===== config.mk =====
export PLATFORM = sky130hd
export DESIGN_NAME = writeback_arbiter_flat
export DESIGN_NICKNAME = d
export VERILOG_FILES = /design/src/rtl/writeback_arbiter_pkg.sv /design/src/rtl/writeback_arbiter_if.sv /design/src/rtl/writeback_arbiter_starve_counter.sv /design/src/rtl/writeback_arbiter.sv /design/src/flat_wrapper.sv
export SDC_FILE = /design/constraint.sdc
export NUM_CORES = 1
export LEC_CHECK = 0
export CAP_MARGIN = 20
export CORE_ASPECT_RATIO = 1.25
export CORE_UTILIZATION = 53
export DETAILED_ROUTE_END_ITERATION = 12
export DONT_BUFFER_PORTS = 1
export PLACE_DENSITY = 0.68
export SLEW_MARGIN = 25
export SYNTH_ARGS = -nofsm -noshare
export SYNTH_HDL_FRONTEND = slang
export SYNTH_SLANG_ARGS = --single-unit

===== constraint.sdc =====
create_clock -name Clk -period 1.2 [get_ports Clk]
set_input_delay 0.06 -clock Clk [delete_from_list [all_inputs] [get_ports Clk]]
set_output_delay 0.06 -clock Clk [all_outputs]
set_load 0.05 [all_outputs]

===== src/rtl/writeback_arbiter_pkg.sv =====
// Shared types for the register-file writeback arbiter: source encoding,
// wait-counter width and the request payload layout.
package wb_pkg;

  localparam int WB_CNT_W = 4;

  typedef enum logic [1:0] {
    NONE = 2'd0,
    LD   = 2'd1,
    MD   = 2'd2,
    ALU  = 2'd3
  } wb_src_e;

  typedef struct packed {
    logic [4:0]  Rd;
    logic [31:0] Data;
  } wb_req_t;

endpackage


===== src/rtl/writeback_arbiter_if.sv =====
// Producer handshakes and register-file write port of the writeback arbiter.
// master: producers plus register file (bench side); slave: the arbiter.
interface writeback_arbiter_if;
  import wb_pkg::*;

  logic          Ld_Valid;
  logic          Ld_Ready;
  logic [4:0]    Ld_Rd;
  logic [31:0]   Ld_Data;

  logic          Md_Valid;
  logic          Md_Ready;
  logic [4:0]    Md_Rd;
  logic [31:0]   Md_Data;

  logic          Alu_Valid;
  logic          Alu_Ready;
  logic [4:0]    Alu_Rd;
  logic [31:0]   Alu_Data;

  logic          Reg_Write;
  logic [4:0]    Wr_Address;
  logic [31:0]   Wr_Data;
  wb_src_e       Grant_Src;

  modport master (
    output Ld_Valid, Ld_Rd, Ld_Data,
    output Md_Valid, Md_Rd, Md_Data,
    output Alu_Valid, Alu_Rd, Alu_Data,
    input  Ld_Ready, Md_Ready, Alu_Ready,
    input  Reg_Write, Wr_Address, Wr_Data, Grant_Src
  );

  modport slave (
    input  Ld_Valid, Ld_Rd, Ld_Data,
    input  Md_Valid, Md_Rd, Md_Data,
    input  Alu_Valid, Alu_Rd, Alu_Data,
    output Ld_Ready, Md_Ready, Alu_Ready,
    output Reg_Write, Wr_Address, Wr_Data, Grant_Src
  );

endinterface


===== src/rtl/writeback_arbiter_starve_counter.sv =====
// Saturating wait counter for one lower-priority writeback source.
// Counts cycles the source waits while valid; Promoted once it reaches Limit.
module wb_starve_counter
  import wb_pkg::*;
(
  input  logic                Clk,
  input  logic                Rst_n,
  input  logic                Valid,
  input  logic                Grant,
  input  logic [WB_CNT_W-1:0] Limit,
  output logic                Promoted
);

  logic [WB_CNT_W-1:0] wait_cnt;

  // Count blocked cycles, hold at the limit, clear when the source is served.
  always_ff @(posedge Clk or negedge Rst_n) begin
    if (!Rst_n) begin
      wait_cnt <= '0;
    end else if (Grant) begin
      wait_cnt <= '0;
    end else if (Valid && (wait_cnt != Limit)) begin
      wait_cnt <= wait_cnt + 1'b1;
    end
  end

  assign Promoted = (wait_cnt == Limit);

endmodule


===== src/rtl/writeback_arbiter.sv =====
// Single writer for the RV32IM register file. Picks one of load, mul/div and
// ALU results per cycle (base order Ld > Md > Alu) and registers the write.
// Build option: define WB_STARVE_GUARD_EN to add Md/Alu wait counters that
// promote a source above Ld after STARVE_LIMIT blocked cycles; without it the
// priority is strictly fixed.
module writeback_arbiter
  import wb_pkg::*;
#(
  parameter int STARVE_LIMIT = 4
) (
  input  logic                Clk,
  input  logic                Rst_n,
  writeback_arbiter_if.slave  wb
);

  if ((STARVE_LIMIT < 1) || (STARVE_LIMIT > 15)) begin : g_bad_limit
    $error("writeback_arbiter: STARVE_LIMIT must be 1..15");
  end

  wb_src_e grant;
  wb_req_t sel_req;
  logic    md_boost;
  logic    alu_boost;

`ifdef WB_STARVE_GUARD_EN
  localparam logic [WB_CNT_W-1:0] LIMIT_C = WB_CNT_W'(STARVE_LIMIT);

  logic md_promoted;
  logic alu_promoted;

  wb_starve_counter u_md_starve (
    .Clk      (Clk),
    .Rst_n    (Rst_n),
    .Valid    (wb.Md_Valid),
    .Grant    (grant == MD),
    .Limit    (LIMIT_C),
    .Promoted (md_promoted)
  );

  wb_starve_counter u_alu_starve (
    .Clk      (Clk),
    .Rst_n    (Rst_n),
    .Valid    (wb.Alu_Valid),
    .Grant    (grant == ALU),
    .Limit    (LIMIT_C),
    .Promoted (alu_promoted)
  );

  // Gate with Valid so a promotion can never raise Ready on an idle source.
  assign md_boost  = md_promoted  && wb.Md_Valid;
  assign alu_boost = alu_promoted && wb.Alu_Valid;
`else
  assign md_boost  = 1'b0;
  assign alu_boost = 1'b0;
`endif

  // Grant select: promoted sources first (Md before Alu), then Ld > Md > Alu.
  always_comb begin
    grant = NONE;
    if (md_boost) begin
      grant = MD;
    end else if (alu_boost) begin
      grant = ALU;
    end else if (wb.Ld_Valid) begin
      grant = LD;
    end else if (wb.Md_Valid) begin
      grant = MD;
    end else if (wb.Alu_Valid) begin
      grant = ALU;
    end
  end

  assign wb.Ld_Ready  = (grant == LD);
  assign wb.Md_Ready  = (grant == MD);
  assign wb.Alu_Ready = (grant == ALU);

  // Payload mux for the granted source.
  always_comb begin
    sel_req = '0;
    case (grant)
      LD:      sel_req = '{Rd: wb.Ld_Rd,  Data: wb.Ld_Data};
      MD:      sel_req = '{Rd: wb.Md_Rd,  Data: wb.Md_Data};
      ALU:     sel_req = '{Rd: wb.Alu_Rd, Data: wb.Alu_Data};
      default: sel_req = '0;
    endcase
  end

  // Output stage: load on transfer (x0 is consumed without a write), else idle
  // with address/data held.
  always_ff @(posedge Clk or negedge Rst_n) begin
    if (!Rst_n) begin
      wb.Reg_Write  <= 1'b0;
      wb.Wr_Address <= '0;
      wb.Wr_Data    <= '0;
      wb.Grant_Src  <= NONE;
    end else if (grant != NONE) begin
      wb.Reg_Write  <= (sel_req.Rd != 5'd0);
      wb.Wr_Address <= sel_req.Rd;
      wb.Wr_Data    <= sel_req.Data;
      wb.Grant_Src  <= grant;
    end else begin
      wb.Reg_Write  <= 1'b0;
      wb.Grant_Src  <= NONE;
    end
  end

endmodule


===== src/flat_wrapper.sv =====
// flat-port wrapper written by rule: the top's interface ports become plain ports
module writeback_arbiter_flat import wb_pkg::*;
#(
  parameter int STARVE_LIMIT = 4
)
  (Clk, Rst_n, wb_Ld_Valid, wb_Ld_Rd, wb_Ld_Data, wb_Md_Valid, wb_Md_Rd, wb_Md_Data, wb_Alu_Valid, wb_Alu_Rd, wb_Alu_Data, wb_Ld_Ready, wb_Md_Ready, wb_Alu_Ready, wb_Reg_Write, wb_Wr_Address, wb_Wr_Data, wb_Grant_Src);
  writeback_arbiter_if wb_i ();
  input  logic Clk;
  input  logic Rst_n;
  input wire logic [$bits(wb_i.Ld_Valid)-1:0] wb_Ld_Valid;
  input wire logic [$bits(wb_i.Ld_Rd)-1:0] wb_Ld_Rd;
  input wire logic [$bits(wb_i.Ld_Data)-1:0] wb_Ld_Data;
  input wire logic [$bits(wb_i.Md_Valid)-1:0] wb_Md_Valid;
  input wire logic [$bits(wb_i.Md_Rd)-1:0] wb_Md_Rd;
  input wire logic [$bits(wb_i.Md_Data)-1:0] wb_Md_Data;
  input wire logic [$bits(wb_i.Alu_Valid)-1:0] wb_Alu_Valid;
  input wire logic [$bits(wb_i.Alu_Rd)-1:0] wb_Alu_Rd;
  input wire logic [$bits(wb_i.Alu_Data)-1:0] wb_Alu_Data;
  output wire logic [$bits(wb_i.Ld_Ready)-1:0] wb_Ld_Ready;
  output wire logic [$bits(wb_i.Md_Ready)-1:0] wb_Md_Ready;
  output wire logic [$bits(wb_i.Alu_Ready)-1:0] wb_Alu_Ready;
  output wire logic [$bits(wb_i.Reg_Write)-1:0] wb_Reg_Write;
  output wire logic [$bits(wb_i.Wr_Address)-1:0] wb_Wr_Address;
  output wire logic [$bits(wb_i.Wr_Data)-1:0] wb_Wr_Data;
  output wire logic [$bits(wb_i.Grant_Src)-1:0] wb_Grant_Src;
  assign wb_i.Ld_Valid = wb_Ld_Valid;
  assign wb_i.Ld_Rd = wb_Ld_Rd;
  assign wb_i.Ld_Data = wb_Ld_Data;
  assign wb_i.Md_Valid = wb_Md_Valid;
  assign wb_i.Md_Rd = wb_Md_Rd;
  assign wb_i.Md_Data = wb_Md_Data;
  assign wb_i.Alu_Valid = wb_Alu_Valid;
  assign wb_i.Alu_Rd = wb_Alu_Rd;
  assign wb_i.Alu_Data = wb_Alu_Data;
  assign wb_Ld_Ready = wb_i.Ld_Ready;
  assign wb_Md_Ready = wb_i.Md_Ready;
  assign wb_Alu_Ready = wb_i.Alu_Ready;
  assign wb_Reg_Write = wb_i.Reg_Write;
  assign wb_Wr_Address = wb_i.Wr_Address;
  assign wb_Wr_Data = wb_i.Wr_Data;
  assign wb_Grant_Src = wb_i.Grant_Src;
  writeback_arbiter #(.STARVE_LIMIT(STARVE_LIMIT)) u_core (.Clk(Clk), .Rst_n(Rst_n), .wb(wb_i));
endmodule

[Word level (Yosys, flattened, before mapping)]
Index checks and enable logic that the tools add are counted.
Word-level totals
  bits in registers: 40
  input bits: 116
  word-level logic and storage cells: 15
Cells by class
  equality and inequality tests: 3
  muxes and demuxes: 6
  reductions and logical operators: 2
Operators by type and width (count)
  $pmux 37 s3: 1
  $mux 2: 4
  $reduce_bool 5->1: 1
  $eq 2x2->1 const B: 2
  $eq 2x1->1 const B: 1
  $reduce_bool 2->1: 1
  $mux 1: 1

[Logic depth before layout (Yosys ltp)]
  depth after elaboration: 7
  depth in mapped cells: 5
  depth with buffers taken out: 4

[Worst setup path after synthesis]
Ideal clock, no wire load.
  path kind: in2out
  from: in wb_Md_Valid
  to: out wb_Md_Ready
  arrival time: 1.105 ns
  data required time: 1.140 ns
  setup slack: 0.035 ns
  stages on the path: 3
  path buffers: 2
  path through: buf_2 -> buf_4 -> nor2b_1
Between the ends
  word-level cells in the longest chain between the ends: 3
Ends and longest elaborated chain
  start, declared: line flat_wrapper.sv:13  | input wire logic [$bits(wb_i.Md_Valid)-1:0] wb_Md_Valid;
  $mux 2: line writeback_arbiter.sv:66  | end else if (wb.Md_Valid) begin
  $mux 2: line writeback_arbiter.sv:64  | end else if (wb.Ld_Valid) begin
  $eq 2x2->1: line writeback_arbiter.sv:74  | assign wb.Md_Ready = (grant == MD);
  end, declared: line flat_wrapper.sv:20  | output wire logic [$bits(wb_i.Md_Ready)-1:0] wb_Md_Ready;
No other way between the ends.

[Worst setup path after layout]
  from: in wb_Md_Data[6]
  to: reg u_core.wb.Wr_Data[6]
Between the ends
  word-level cells in the longest chain between the ends: 1
Ends and longest elaborated chain
  start, declared: line flat_wrapper.sv:15  | input wire logic [$bits(wb_i.Md_Data)-1:0] wb_Md_Data;
  $pmux 37 s3: line writeback_arbiter.sv:80  | case (grant)
  end signal, assigned: line writeback_arbiter.sv:99  | wb.Wr_Data <= sel_req.Data;
  end, declared: line writeback_arbiter_if.sv:39  | output Reg_Write, Wr_Address, Wr_Data, Grant_Src
No other way between the ends.
A chain may end at the register's enable or synchronous reset.

==> flow_summary.json <==
{
  "status": "finished with violations",
  "violations": "hold timing, setup timing",
  "clockPowerShare_pct": 22.7,
  "overflow": 0,
  "critical_path.slowest_cell": "dlygate4sd3_1",
  "ys_top_cells_by_area": "dfrtp_1 (47%), a21oi_1 (24%), o22ai_1 (9.4%)",
  "cts_buffers": 5,
  "period_share_pct": 100,
  "total_power_mw": 3.65,
  "fin_hold_ws_ps": -36.8,
  "num_vias": 2400,
  "io_buffer_count": 0,
  "grt_max_degree": 79,
  "via_per_inst": 5.97,
  "yosys.area.top_type": "dfrtp_1",
  "wl_met2_um": 3610,
  "grt_pass1_vias": 2385,
  "synth_seq_cells": 40,
  "endpoint_kind": "flip-flop",
  "p_switching_mw": 1.30,
  "grt_pass1_wl_um": 10600,
  "path_cells": "dlygate4sd3_1 > a21oi_2 > dlygate4sd3_1 > a21oi_1",
  "clkSinkCount": 40,
  "ys_types": 21,
  "wl_met1_um": 2490,
  "dp_slack_ps": 346,
  "leakagePower_nw": 1.42,
  "hold_class": "input pin to flip-flop",
  "start_util_pct": 55.7,
  "routed_wl_um": 6950,
  "arrival_ps": 1360,
  "wl_per_cell_um": 17.3,
  "antenna_cells": 0,
  "synth_warnings": 0,
  "cts_root_buffer": "clkbuf_8",
  "postRouteAntennaNets": 0,
  "cts_max_level": 2,
  "placedCellCount": 331,
  "max_cap_viol_count": 0,
  "layout.cells.non_filler": 402,
  "gp_congestion": 0.805,
  "clock_latency_ps": 280,
  "initialDrtViolationCount": 124,
  "avgSynthCellArea_um2": 8.27,
  "fp-row-count": 25,
  "syn_nets": 373,
  "finalHoldViolCount": 4,
  "worstMarginPinSlew_ps": 465,
  "p_comb_share_pct": 34.3,
  "max_freq_mhz": 831,
  "ys_seq_area_share_pct": 47.1,
  "criticalPathCategory": "input pin to flip-flop",
  "grt_use_total_pct": 33.1,
  "netlist.area_leader.share_pct": 47.1,
  "setup_slack_ps": -3.76,
  "antenna_found_initial": 0,
  "cp_common_cell": "dlygate4sd3_1",
  "clock_path_buffers": 2,
  "setup_viol": 1,
  "synthesis.area_um2": 2130,
  "drc_errors": 0,
  "fin_skew_ps": 0,
  "drive_gt1_share_pct": 16.7,
  "clk_pin_slew_ps": 70,
  "die_x_um": 58.6,
  "startpoint_type": "input pin",
  "critical_path.max_fanout": 1,
  "p_int_mw": 2.35,
  "io_pins": 159,
  "fin_crit_ps": 1200,
  "dp_hpwl_um": 3860,
  "areaGrowthSynthToFinish_pct": 47.9,
  "route.top_layer_used": "met4",
  "core_region_area_um2": 3820,
  "nets": 464,
  "post_cts_buffers": 0,
  "chipHeight_um": 72.8,
  "powerDensity_nw_per_um2": 1160,
  "first_pass_iters": 4,
  "cpPeakStageDelay_ps": 550,
  "cts_tree": "yes",
  "netlist_instances": 257,
  "swShare_pct": 35.6,
  "die-area_um2": 4270,
  "wl_met3_um": 538,
  "cp.required_ps": 1360,
  "vdd_drop_max_mv": 0.756,
  "tns_ps": -3.76,
  "p_seq_share_pct": 43.0,
  "slew_viol_final": 0,
  "slew_headroom_pct": 69.0
}
[power by group through the flow]
stage / logic (mW) / clock network (mW) / registers, mW
floorplan: 0.367 / 0 / 2.03
global placement: 1.00 / 0 / 1.59
detailed placement: 1.02 / 0 / 1.59
CTS: 1.24 / 0.847 / 1.57
global route: 1.33 / 0.894 / 1.59
finish: 1.25 / 0.827 / 1.57
[per-stage QoR]
| stage | utilization, % | instance area [um2] |
|---|---|---|
| final | 82.4 | 3140 |
| after global routing | 82.4 | 3140 |
| after CTS | 83.3 | 3180 |
| after detailed placement | 62.9 | 2400 |
| after global placement | 62.9 | 2400 |
| after floorplan | - | 2130 |
[synthesized netlist by cell type, drive strengths merged]
master	count
o22ai	32
nand3b	4
o21ai	2
nor2	3
inv	33
clkbuf	5
nand2	6
buf	19
nor2b	1
nand2b	1
nor4	1
a21o	4
dfrtp	40
a2bb2oi	4
nor3	1
a21oi	101
[state kept, by name, summed over array words and instances (netlist names)]
register,cells
u_core.wb.Grant_Src,2
u_core.wb.Reg_Write,1
u_core.wb.Wr_Data,32
u_core.wb.Wr_Address,5
[worst paths after layout]
kind / slack [ps] / to / start / cells past startpoint
worst max-delay path: -4 / u_core.wb.Wr_Data[6]$_DFFE_PN0P_ / wb_Md_Data[6] / 4
worst min-delay path: -40 / u_core.wb.Wr_Address[3]$_DFFE_PN0P_ / wb_Md_Valid / 3
worst max register to register: 400 / u_core.wb.Wr_Data[19]$_DFFE_PN0P_ / u_core.wb.Wr_Data[19]$_DFFE_PN0P_ / 2
worst min register to register: 480 / u_core.wb.Wr_Address[0]$_DFFE_PN0P_ / u_core.wb.Wr_Address[0]$_DFFE_PN0P_ / 1
max in group asynchronous: 770 / u_core.wb.Grant_Src[1]$_DFF_PN0_ / Rst_n / 2
min in group asynchronous: 230 / u_core.wb.Wr_Data[16]$_DFFE_PN0P_ / Rst_n / 2
[cells in the final DEF, fill, tap and decap left out, types with 4 or more instances in the layout]
cell           count
buf_4             44
a21oi_1           96
dfrtp_1           40
a21o_1             4
clkbuf_8           5
nand3b_1           4
a21oi_2            5
inv_1             32
nand2_1            6
a2bb2oi_1          4
o22ai_1           32
dlygate4sd3_1     63
[layout make-up]
type	instances	area, um2
fill	249	673
clock buffer	6	72.6
timing repair buffer	108	981
clock inverter	1	5.00
multi-input combinational	160	892
inverter	33	124
sequential	40	1000
tap	54	67.6
[metal layers]
layer	vias up	track usage (%)
li1	1088	-
met1	1119	35.0
met2	159	59.4
met3	34	9.22
met4	0	16.9
met5	-	0
[worst max-delay path: cells and delay by family]
| family | cells | cell delay, ps |
|---|---|---|
| buffers and inverters | 2 | 1100 |
| AOI/OAI and AO/OA | 2 | 200 |
[logic make-up after synthesis]
| kind of cell | count (synthesis) | share of synthesized area [%] |
|---|---|---|
| compound gates | 143 | 36.9 |
| buf+inv | 57 | 11.7 |
| flops | 40 | 47.1 |
| simple gates | 17 | 4.36 |
[repair_timing]
item | CTS | global route
hold buffers | 69 | 1
endpoints found under the setup margin | 0 | 8
gates resized for setup | 0 | 4
endpoints found under the hold margin | 75 | 3
Note: power is estimated with default switching activity, not from simulation.
